`src/rtl/song_player_seq.sv`:
```
// song_player_seq
// Note sequencer for the music player. Walks a song stored in an external
// registered ROM of {note, duration} words, counts each note's duration in
// beat strobes and presents the current note code to the tone generator.
//
// Ports:
//   clk        system clock
//   rst_n      synchronous active-low reset
//   play       level: 1 = run/resume, 0 = pause (or stay idle)
//   restart    pulse: abort the current song, return to IDLE
//   song_sel   song number, sampled only when leaving IDLE
//   loop_en    1 = replay from index 0 at end of song
//   beat       one-cycle strobe per duration unit
//   rom_addr   {song, index} to the ROM
//   rom_data   {note, duration}, valid one cycle after rom_addr changes
//   note       current note code (0 = rest / not sounding)
//   note_en    note actively sounding and not paused
//   new_note   one-cycle pulse when note loads a new entry
//   song_done  one-cycle pulse in the cycle the end of song is taken
//   busy       high in every state except IDLE and DONE
module song_player_seq #(
  parameter int NOTE_W = 6,
  parameter int DUR_W  = 6,
  parameter int IDX_W  = 7,
  parameter int SONG_W = 2
) (
  input  logic                       clk,
  input  logic                       rst_n,
  input  logic                       play,
  input  logic                       restart,
  input  logic [SONG_W-1:0]          song_sel,
  input  logic                       loop_en,
  input  logic                       beat,
  output logic [SONG_W+IDX_W-1:0]    rom_addr,
  input  logic [NOTE_W+DUR_W-1:0]    rom_data,
  output logic [NOTE_W-1:0]          note,
  output logic                       note_en,
  output logic                       new_note,
  output logic                       song_done,
  output logic                       busy
);

  typedef enum logic [2:0] {
    S_IDLE,
    S_FETCH,
    S_WAIT,
    S_PLAY,
    S_DONE
  } state_t;

  localparam logic [IDX_W-1:0] IDX_LAST = '1;

  state_t              state_q, state_d;
  logic [IDX_W-1:0]    idx_q, idx_d;
  logic [SONG_W-1:0]   song_q, song_d;
  logic [DUR_W-1:0]    cnt_q, cnt_d;
  logic [NOTE_W-1:0]   note_q, note_d;
  logic                new_note_q, new_note_d;
  logic                done_d;

  logic [NOTE_W-1:0]   rom_note;
  logic [DUR_W-1:0]    rom_dur;

  assign rom_note = rom_data[NOTE_W+DUR_W-1:DUR_W];
  assign rom_dur  = rom_data[DUR_W-1:0];

  always_ff @(posedge clk) begin
    if (!rst_n) begin
      state_q    <= S_IDLE;
      idx_q      <= '0;
      song_q     <= '0;
      cnt_q      <= '0;
      note_q     <= '0;
      new_note_q <= 1'b0;
    end else begin
      state_q    <= state_d;
      idx_q      <= idx_d;
      song_q     <= song_d;
      cnt_q      <= cnt_d;
      note_q     <= note_d;
      new_note_q <= new_note_d;
    end
  end

  always_comb begin
    state_d    = state_q;
    idx_d      = idx_q;
    song_d     = song_q;
    cnt_d      = cnt_q;
    note_d     = note_q;
    new_note_d = 1'b0;
    done_d     = 1'b0;

    unique case (state_q)
      S_IDLE: begin
        idx_d = '0;
        if (play) begin
          song_d  = song_sel;
          state_d = S_FETCH;
        end
      end

      // Address is already on rom_addr; the ROM registers it this cycle.
      S_FETCH: state_d = S_WAIT;

      S_WAIT: begin
        if (rom_dur == '0) begin
          done_d = 1'b1;
          if (loop_en) begin
            idx_d   = '0;
            state_d = S_FETCH;
          end else begin
            note_d  = '0;
            state_d = S_DONE;
          end
        end else begin
          cnt_d      = rom_dur;
          note_d     = rom_note;
          new_note_d = 1'b1;
          state_d    = S_PLAY;
        end
      end

      S_PLAY: begin
        if (play && beat && (cnt_q != '0)) begin
          cnt_d = cnt_q - DUR_W'(1);
          if (cnt_q == DUR_W'(1)) begin
            if (idx_q != IDX_LAST) begin
              idx_d   = idx_q + IDX_W'(1);
              state_d = S_FETCH;
            end else begin
              // Last slot of the song area: end is forced, index never wraps.
              done_d = 1'b1;
              if (loop_en) begin
                idx_d   = '0;
                state_d = S_FETCH;
              end else begin
                note_d  = '0;
                state_d = S_DONE;
              end
            end
          end
        end
      end

      S_DONE: begin
        note_d = '0;
        if (!play) state_d = S_IDLE;
      end

      default: state_d = S_IDLE;
    endcase

    // Abort wins over everything in the cycle, including a pending end pulse.
    if (restart) begin
      state_d    = S_IDLE;
      idx_d      = '0;
      cnt_d      = '0;
      note_d     = '0;
      new_note_d = 1'b0;
      done_d     = 1'b0;
    end
  end

  assign rom_addr  = {song_q, idx_q};
  assign note      = note_q;
  assign new_note  = new_note_q;
  assign song_done = done_d;
  assign busy      = (state_q != S_IDLE) && (state_q != S_DONE);
  assign note_en   = (state_q == S_PLAY) && play && (note_q != '0);

endmodule

```
`config.mk`:
```
export PLATFORM = sky130hd
export DESIGN_NAME = song_player_seq
export DESIGN_NICKNAME = d
export VERILOG_FILES = /design/src/rtl/song_player_seq.sv
export SDC_FILE = /design/constraint.sdc
export NUM_CORES = 1
export LEC_CHECK = 0
export ABC_CLOCK_PERIOD_IN_PS = 2500
export CAP_MARGIN = 20
export CORE_MARGIN = 2
export CORE_UTILIZATION = 30
export DETAILED_ROUTE_END_ITERATION = 8
export SYNTH_ARGS = -nofsm -noshare
export SYNTH_HDL_FRONTEND = slang
export SYNTH_SLANG_ARGS = --single-unit
```
`constraint.sdc`:
```
create_clock -name clk -period 2.5 [get_ports clk]
set_input_delay 0.5 -clock clk [delete_from_list [all_inputs] [get_ports clk]]
set_output_delay 0.5 -clock clk [all_outputs]
set_load 0.02 [all_outputs]
```
# Word level (Yosys, flattened, before mapping)

Cells that the tools add are included.

Output and inout port bits: 19
Bits in read-only memories: 0
Memories: 0
Input port bits: 20
Bits in writable memories: 0
Register bits: 25
Bits in latches: 0

Multiply operators: 0
Bitwise operators: 2
Equality and inequality tests: 14
Magnitude comparators: 0
Multiplexer cells: 30
Reduce and logical (&&, ||, !) cells: 20
Div/mod/pow operators: 0
Shift operators: 0
Add/subtract/negate cells: 2

Operators by type and width:

| kind                  | number |
|---|---|
| $mux W6               | 7 |
| $mux W7               | 5 |
| $mux W3               | 7 |
| $pmux W7 S3           | 1 |
| $pmux W6 S3           | 1 |
| $pmux W3 S5           | 1 |
| $ne A2 B2 Y1 const B  | 7 |
| $pmux W6 S2           | 1 |
| $reduce_and A4 Y1     | 3 |
| $reduce_bool A6 Y1    | 2 |
| $reduce_bool A3 Y1    | 3 |
| $add A7 B1 Y7 const B | 1 |
| $ne A7 B7 Y1 const B  | 1 |
| $eq A3 B2 Y1 const B  | 2 |
| $eq A6 B1 Y1 const B  | 1 |
| $logic_not A6 Y1      | 1 |
| $mux W1               | 6 |
| $sub A6 B1 Y6 const B | 1 |
| $logic_and A1 B1 Y1   | 5 |
| $eq A3 B1 Y1 const B  | 1 |
| $eq A3 B3 Y1 const B  | 1 |
| $logic_not A3 Y1      | 1 |
| $ne A3 B3 Y1 const B  | 1 |
| $reduce_and A3 Y1     | 1 |
| 6 further kinds       | 7 |

# Longest topological paths before layout

Gate-level depths: netlist (run 1).

Word-level depth: 6
Gate-level depth with buffers: 8
Mapped depth without buffers: 7

# Worst setup path after synthesis (run 1)

OpenSTA, ideal clock, no wires.

Path kind: reg-to-output
Start: reg idx_q[0]
End: out song_done
Path slack: 236 ps
Stages on the path, launching flop included: 7
Required time: 2000 ps
Arrival time: 1764 ps
Path through: dfxtp_1 ha_1 and3_1 nand2_1 nor3_1 a21oi_1 nor3_1

Cells in the longest elaborated chain, start to end: 6

Ends and longest elaborated chain:

| what                     | RTL line | RTL |
|---|---|---|
| start: declaration       | 54       | `logic [IDX_W-1:0] idx_q, idx_d;` |
| start signal: assignment | 77       | `idx_q <= idx_d;` |
| $ne A7 B7 Y1             | 128      | `if (idx_q != IDX_LAST) begin` |
| $mux W1                  | 128      |  |
| $mux W1                  | 127      | `if (cnt_q == DUR_W'(1)) begin` |
| $mux W1                  | 125      | `if (play && beat && (cnt_q != '0)) begin` |
| $pmux W1 S2              | 94       | `unique case (state_q)` |
| $mux W1                  | 155      | `if (restart) begin` |
| end: declaration         | 39       | `output logic song_done,` |

No other way between the ends.

# Final worst setup path (run 1)

Start: in rom_data[1]
End: out song_done

Cells in the longest elaborated chain, start to end: 4

Ends and longest elaborated chain:

| what               | RTL line | RTL |
|---|---|---|
| start: declaration | 35       | `input logic [NOTE_W+DUR_W-1:0] rom_data,` |
| $logic_not A6 Y1   | 107      | `if (rom_dur == '0) begin` |
| $mux W1            | 107      |  |
| $pmux W1 S2        | 94       |  |
| $mux W1            | 155      |  |

No other way between the ends.

==> qor.csv, run 1 <==
metric,value,unit
dp_slack,-0.407,ns
fin_util,46.6,%
fin_worst_skew,0.00267,ns
critical_path_class,in -> out,
htreeDepth,1,
nNetsFinal,262,
crit_path_start_kind,primary input,
cp.required,2.00,ns
power_switching,186,µW
yosys_warnings,0,
grt_overflow_total,0,
syn2layout_area_growth,52.1,%
p_total,762,µW
cts_root_buf,clkbuf_8,
hpwl,3100,µm
post-route-period-util,97.9,%
reg2reg_slack,0.23,ns
nFillCells,456,
diodes,0,
timing.fmax,409,MHz
syn_avg_cell_area,8.44,µm²
crit_fanout,2,
cts_tree,yes,
stdcell_count,292,
p_seq_share,53.3,%
ys_seq_area_share,35.3,%
drive_gt1_share,20.2,%
wl_per_cell,13.9,µm
finalHoldViolCount,0,
vdd_drop_max,0.000201,V
drt_iter0_drc,65,
numCtsBuffers,3,
finalSetupViolCount,0,
yosysUniqueCellTypes,49,
clockBufferDepth,2,
power_leakage,0.875,nW
placed_cells,287,
grt_max_degree,15,
status,finished clean,
power.share.clock,32.1,%
syn_nets,191,
combPwrFrac,14.6,%
clk_latency,0.27,ns
hp-class,reg -> reg,
drt-total-wl,4050,µm
grt_use_total,16.6,%
worst_pin_slew,0.393,ns
synth_flop_cell,dfxtp_1,
die_w,72.7,µm
ant_nets,0,
drc,0,
synthArstFlopShare,0,%
internal_power,576,µW
placement.io_buffers,38,
first_global_vias,1542,
antenna_found_initial,0,
viasPerCell,5.36,
fp-row-count,25,
die_area,0.00529,mm²
drv_cap,0,
cts_num_sinks,25,
power.share.switching,24.4,%
syn_area,0.00142,mm²
synth_enable_flop_cells,0,
relSlewSlack,73.1,%
vias,1565,
firstDrtPassIters,5,
ys_ff_latch,25,
finalWorstSetupSlack,0.0522,ns
path_clk_slew,0.09,ns
syn_inst,168,
initial_utilization,30.6,%
num_io_pins,39,
critPathCaptureType,primary output,
powerDensity,353,mW/mm²
fp.coreArea,0.00463,mm²
crit_arrival,1.95,ns
grt_pass1_wl,7020,µm
drv_slew,0,
die_h,72.7,µm
min_period,2.45,ns
place_congestion,0.832,
holdWs,0.513,ns
worst max-delay path, stage by stage:
cell and delay (ns):
clkdlybuf4s50_1 0.46, nor4_4 0.34, and3_4 0.23, a21oi_1 0.06
nor3_1 0.17, buf_2 0.19
area by class of cell:
cell class	count	area, µm²	share of cell area (%)
clock buffer	3	41.3	1.92
clock inverter	1	5.00	0.232
inverter	7	26.3	1.22
multi-input combinational	129	875	40.6
sequential	25	500	23.2
tap	54	67.6	3.13
timing repair buffer	73	641	29.7
through the flow:
stage | area [µm²] | setup TNS (ns)
floorplan | 1420 | 0
global placement | 2090 | -0.564
detailed placement | 2090 | -0.612
CTS | 2140 | 0
global route | 2160 | -0.0118
finish | 2160 | 0
synthesized netlist by cell type, types with 2 or more instances:
cell / number / area [µm²]
nand2_1: 9 / 33.8
a32o_1: 2 / 20.0
a21oi_1: 8 / 40.0
nor4b_1: 2 / 17.5
dfxtp_1: 25 / 500
nand3_1: 7 / 35.0
mux2i_1: 3 / 30.0
a22o_1: 8 / 70.1
clkbuf_1: 4 / 15.0
nand2b_1: 6 / 37.5
o41ai_1: 3 / 26.3
nor3_1: 6 / 30.0
o311ai_0: 2 / 17.5
o21ai_0: 9 / 45.0
inv_1: 7 / 26.3
buf_2: 2 / 10.0
nor2_1: 18 / 67.6
nor2b_1: 3 / 18.8
ha_1: 3 / 37.5
or4_1: 2 / 15.0
a211oi_1: 3 / 22.5
and3_1: 6 / 37.5
nand4_1: 2 / 12.5
nor3b_1: 2 / 15.0
and2_1: 2 / 12.5
timing repair:
item / 4_1_cts / 5_1_grt
hold endpoints to repair: 0 / 0
pin swaps: 0 / 1
gates cloned: 0 / 0
buffers inserted: 0 / 1
hold buffers: 0 / 0
setup endpoints to repair: 1 / 2
gates resized for setup: 6 / 2
final timing paths:
path,from,endpoint,cells after the start
max,rom_data[1],song_done,6
min,note[2]$_SDFFE_PP0P_,note[2]$_SDFFE_PP0P_,1
max reg2reg,cnt_q[0]$_SDFFE_PP0P_,idx_q[3]$_SDFFE_PP0P_,8
min reg2reg,note[2]$_SDFFE_PP0P_,note[2]$_SDFFE_PP0P_,1
registers in the layout (all words and copies together), names as in the netlist:
signal,cells
idx_q,7
new_note,1
song_q,2
note,6
state_q,3
cnt_q,6
kinds of logic after synthesis:
family                     synth area share (%)
DFF                                        35.3
AOI/OAI and AO/OA                          27.0
adders and majority gates                  2.65
xor gates and xnor gates                  0.618
buffers and inverters                      3.97
and+or+nand+nor                            28.3
muxes                                      2.12
power groups by stage:
stage	clock (mW)	combinational (mW)	sequential, mW
2_1_floorplan	0	0.0392	0.418
3_5_place_dp	0	0.109	0.415
6_report	0.244	0.111	0.406
4_1_cts	0.255	0.111	0.406
5_1_grt	0.271	0.122	0.407
3_3_place_gp	0	0.109	0.415
layout by cell type (no fill, tap or decap), types with 3 or more instances in the layout:
| cell type | synthesis | routed |
|---|---|---|
| and3_1 | 6 | 5 |
| inv_1 | 7 | 7 |
| a211oi_1 | 3 | 3 |
| a21oi_1 | 8 | 8 |
| o41ai_1 | 3 | 3 |
| ha_1 | 3 | 3 |
| nand3_1 | 7 | 7 |
| nor3_1 | 6 | 6 |
| mux2i_1 | 3 | 3 |
| dfxtp_1 | 25 | 25 |
| nor2b_1 | 3 | 3 |
| nand2b_1 | 6 | 6 |
| o21ai_0 | 9 | 9 |
| buf_4 | 0 | 35 |
| nor2_1 | 18 | 18 |
| clkbuf_8 | 0 | 3 |
| a22o_1 | 8 | 8 |
| nand2_1 | 9 | 9 |
| clkdlybuf4s50_1 | 0 | 36 |
metal layers:
metal | global-route usage [%] | routed length [µm] | share of wire [%]
met5 | 0 | 0 | 0
met4 | 5.35 | 68 | 1.7
met3 | 2.35 | 161 | 4.0
met2 | 28.3 | 1970 | 49
met1 | 21.5 | 1860 | 46
(Power assumes the default switching activity.)
==> inputs of run 2 (changes only) <==
ABC_CLOCK_PERIOD_IN_PS = 3000   (was 2500)
clock period = 3 ns   (was 2.5 ns; I/O delays follow)
==> run 2 against run 1 <==
Compared with the run above: global-route usage fell by 1.6 points; first-iteration DRC count rose by 63%; non-clock buffer count fell by 22; final area fell by 8.3%; via count fell by 6.3%; sequential share of layout area rose by 2.1 points.
==> qor.csv, run 2 (synthesized netlist as in run 1, its figures left out) <==
metric,value,unit,change
path_delay_family,buffers and inverters,,was simple AND/OR/NAND/NOR gates
placement.io_buffers,38,,unchanged
first_global_vias,1380,,was 1542
min_period,2.79,ns,
drt_iter0_drc,106,,was 65
hp-class,reg -> reg,,unchanged
finalSetupViolCount,0,,unchanged
status,finished clean,,unchanged
grt_use_total,14.9,%,was 16.6%
antenna_found_initial,0,,unchanged
die_w,72.7,µm,unchanged
finalHoldViolCount,0,,unchanged
nFillCells,451,,was 456
fp.coreArea,0.00463,mm²,unchanged
path_clk_slew,0.09,ns,about the same
holdWs,0.525,ns,was 0.513 ns
slowest_delay,0.43,ns,was 0.46 ns
critical_path_class,in -> out,,unchanged
drv_slew,0,,unchanged
grt_max_degree,14,,was 15
fin_worst_skew,0.00197,ns,was 0.00267 ns
rsz0062_at_grt,no,,
layout.cells.most_common,clkdlybuf4s50_1,,unchanged
p_total,628,µW,was 762 µW
post_cts_buffers,0,,unchanged
power_leakage,0.745,nW,was 0.875 nW
clk_latency,0.27,ns,about the same
crit_arrival,2.19,ns,was 1.95 ns
vdd_drop_max,0.000165,V,was 0.000201 V
critPathCaptureType,primary output,,unchanged
worstPathCellList,"clkdlybuf4s50_1, nor4_2, and3_1, a21oi_1, nor3_1, dlygate4sd2_1",,"was clkdlybuf4s50_1, nor4_4, and3_4, a21oi_1, nor3_1, buf_2"
firstDrtPassIters,4,,was 5
die_area,0.00529,mm²,unchanged
fp-row-count,25,,unchanged
cts_num_sinks,25,,unchanged
grt_overflow_total,0,,unchanged
critPathSlowestCell,clkdlybuf4s50_1,,unchanged
htreeDepth,1,,unchanged
nNetsFinal,240,,was 262
crit_fanout,2,,unchanged
initial_utilization,30.6,%,unchanged
critPathBufInv,2,,unchanged
vias,1466,,was 1565
cts_tree,yes,,unchanged
placed_area,0.00193,mm²,was 0.00209 mm²
worst_pin_slew,0.726,ns,was 0.393 ns
clockBufferDepth,2,,unchanged
drive_gt1_share,10.6,%,was 20.2%
regMostFlops,idx_q,,unchanged
post-route-period-util,93.1,%,
drc,0,,unchanged
stdcell_area,0.00198,mm²,was 0.00216 mm²
cp.required,2.40,ns,was 2.00 ns
powerDensity,318,mW/mm²,was 353 mW/mm²
largest_reg_flops,7,,unchanged
cts_root_buf,clkbuf_8,,unchanged
diodes,0,,unchanged
num_io_pins,39,,unchanged
relSlewSlack,51.5,%,was 73.1%
drt-total-wl,3810,µm,was 4050 µm
timing.fmax,358,MHz,
hpwl,2830,µm,was 3100 µm
layout_common_cells,"37 x clkdlybuf4s50_1, 25 x dfxtp_1, 18 x nor2_1",,"was 36 x clkdlybuf4s50_1, 35 x buf_4, 25 x dfxtp_1"
viasPerCell,5.43,,was 5.36
hold_buffers,0,,unchanged
drv_cap,0,,unchanged
grt_pass1_wl,6350,µm,was 7020 µm
numCtsBuffers,3,,unchanged
crit_path_start_kind,primary input,,unchanged
ant_nets,0,,unchanged
syn2layout_area_growth,39.5,%,was 52.1%
die_h,72.7,µm,unchanged
place_congestion,0.841,,was 0.832
wl_per_cell,14.1,µm,was 13.9 µm
[run 2: cell types whose count changed in the layout (fill, tap and decap cells not counted), sizes merged]
cell / change
clkinv: -1
clkbuf: +1
dlygate4sd2: +1
clkdlybuf4s50: +1
dlymetal6s2s: -1
buf: -23
[run 2: timing repair]
action | 4_1_cts | 5_1_grt
gates resized for setup | 1 | 0
hold endpoints to repair | 0 | 0
setup endpoints to repair | 1 | 0
[run 2: per-stage QoR]
stage	util, %	worst slack, ns	setup TNS [ns]	instances
2_1_floorplan	-	0.636	0	168
3_3_place_gp	41.8	-0.102	-0.102	266
3_5_place_dp	41.8	-0.0941	-0.0941	266
4_1_cts	42.7	0.192	0	270
5_1_grt	42.7	0.0702	0	270
6_report	42.7	0.208	0	270
[run 2: where the power goes]
| group | internal [mW] | switching (mW) | total [mW] |
|---|---|---|---|
| clock | 0.0951 | 0.110 | 0.205 |
| sequential | 0.335 | 0.00337 | 0.339 |
| combinational | 0.0466 | 0.0376 | 0.0843 |
[run 2: worst paths after layout]
| check | cells past startpoint | from | slack [ns] | to |
|---|---|---|---|---|
| max reg2reg | 7 | cnt_q[0]$_SDFFE_PP0P_ | 0.73 | idx_q[3]$_SDFFE_PP0P_ |
| min reg2reg | 1 | note[2]$_SDFFE_PP0P_ | 0.53 | note[2]$_SDFFE_PP0P_ |
| min | 1 | note[2]$_SDFFE_PP0P_ | 0.53 | note[2]$_SDFFE_PP0P_ |
| max | 6 | rom_data[5] | 0.21 | song_done |
[run 2: metal layers]
layer / vias to the layer above / part of all wire [%] / global-route usage (%)
met4: 0 / 0.95 / 4.32
met1: 679 / 47 / 19.7
li1: 738 / - / -
met3: 4 / 5.7 / 3.18
met2: 45 / 46 / 24.5
met5: - / 0 / 0
[run 2: worst reg2reg max path, delay by kind of cell, from the launching register on]
family	cells	cell delay, ns
compound gates	3	1.00
fa+ha+maj	1	0.27
buf+inv	1	0.08
flops	1	0.38
simple gates	2	0.44
[run 2: cell type report]
cell class / instances / area (µm²) / share of cell area (%)
well taps: 54 / 67.6 / 3.42
repair buffers: 51 / 477 / 24.1
multi-input cells: 129 / 861 / 43.5
clock buffers: 4 / 45.0 / 2.28
flip-flops and latches: 25 / 500 / 25.3
inverters: 7 / 26.3 / 1.33
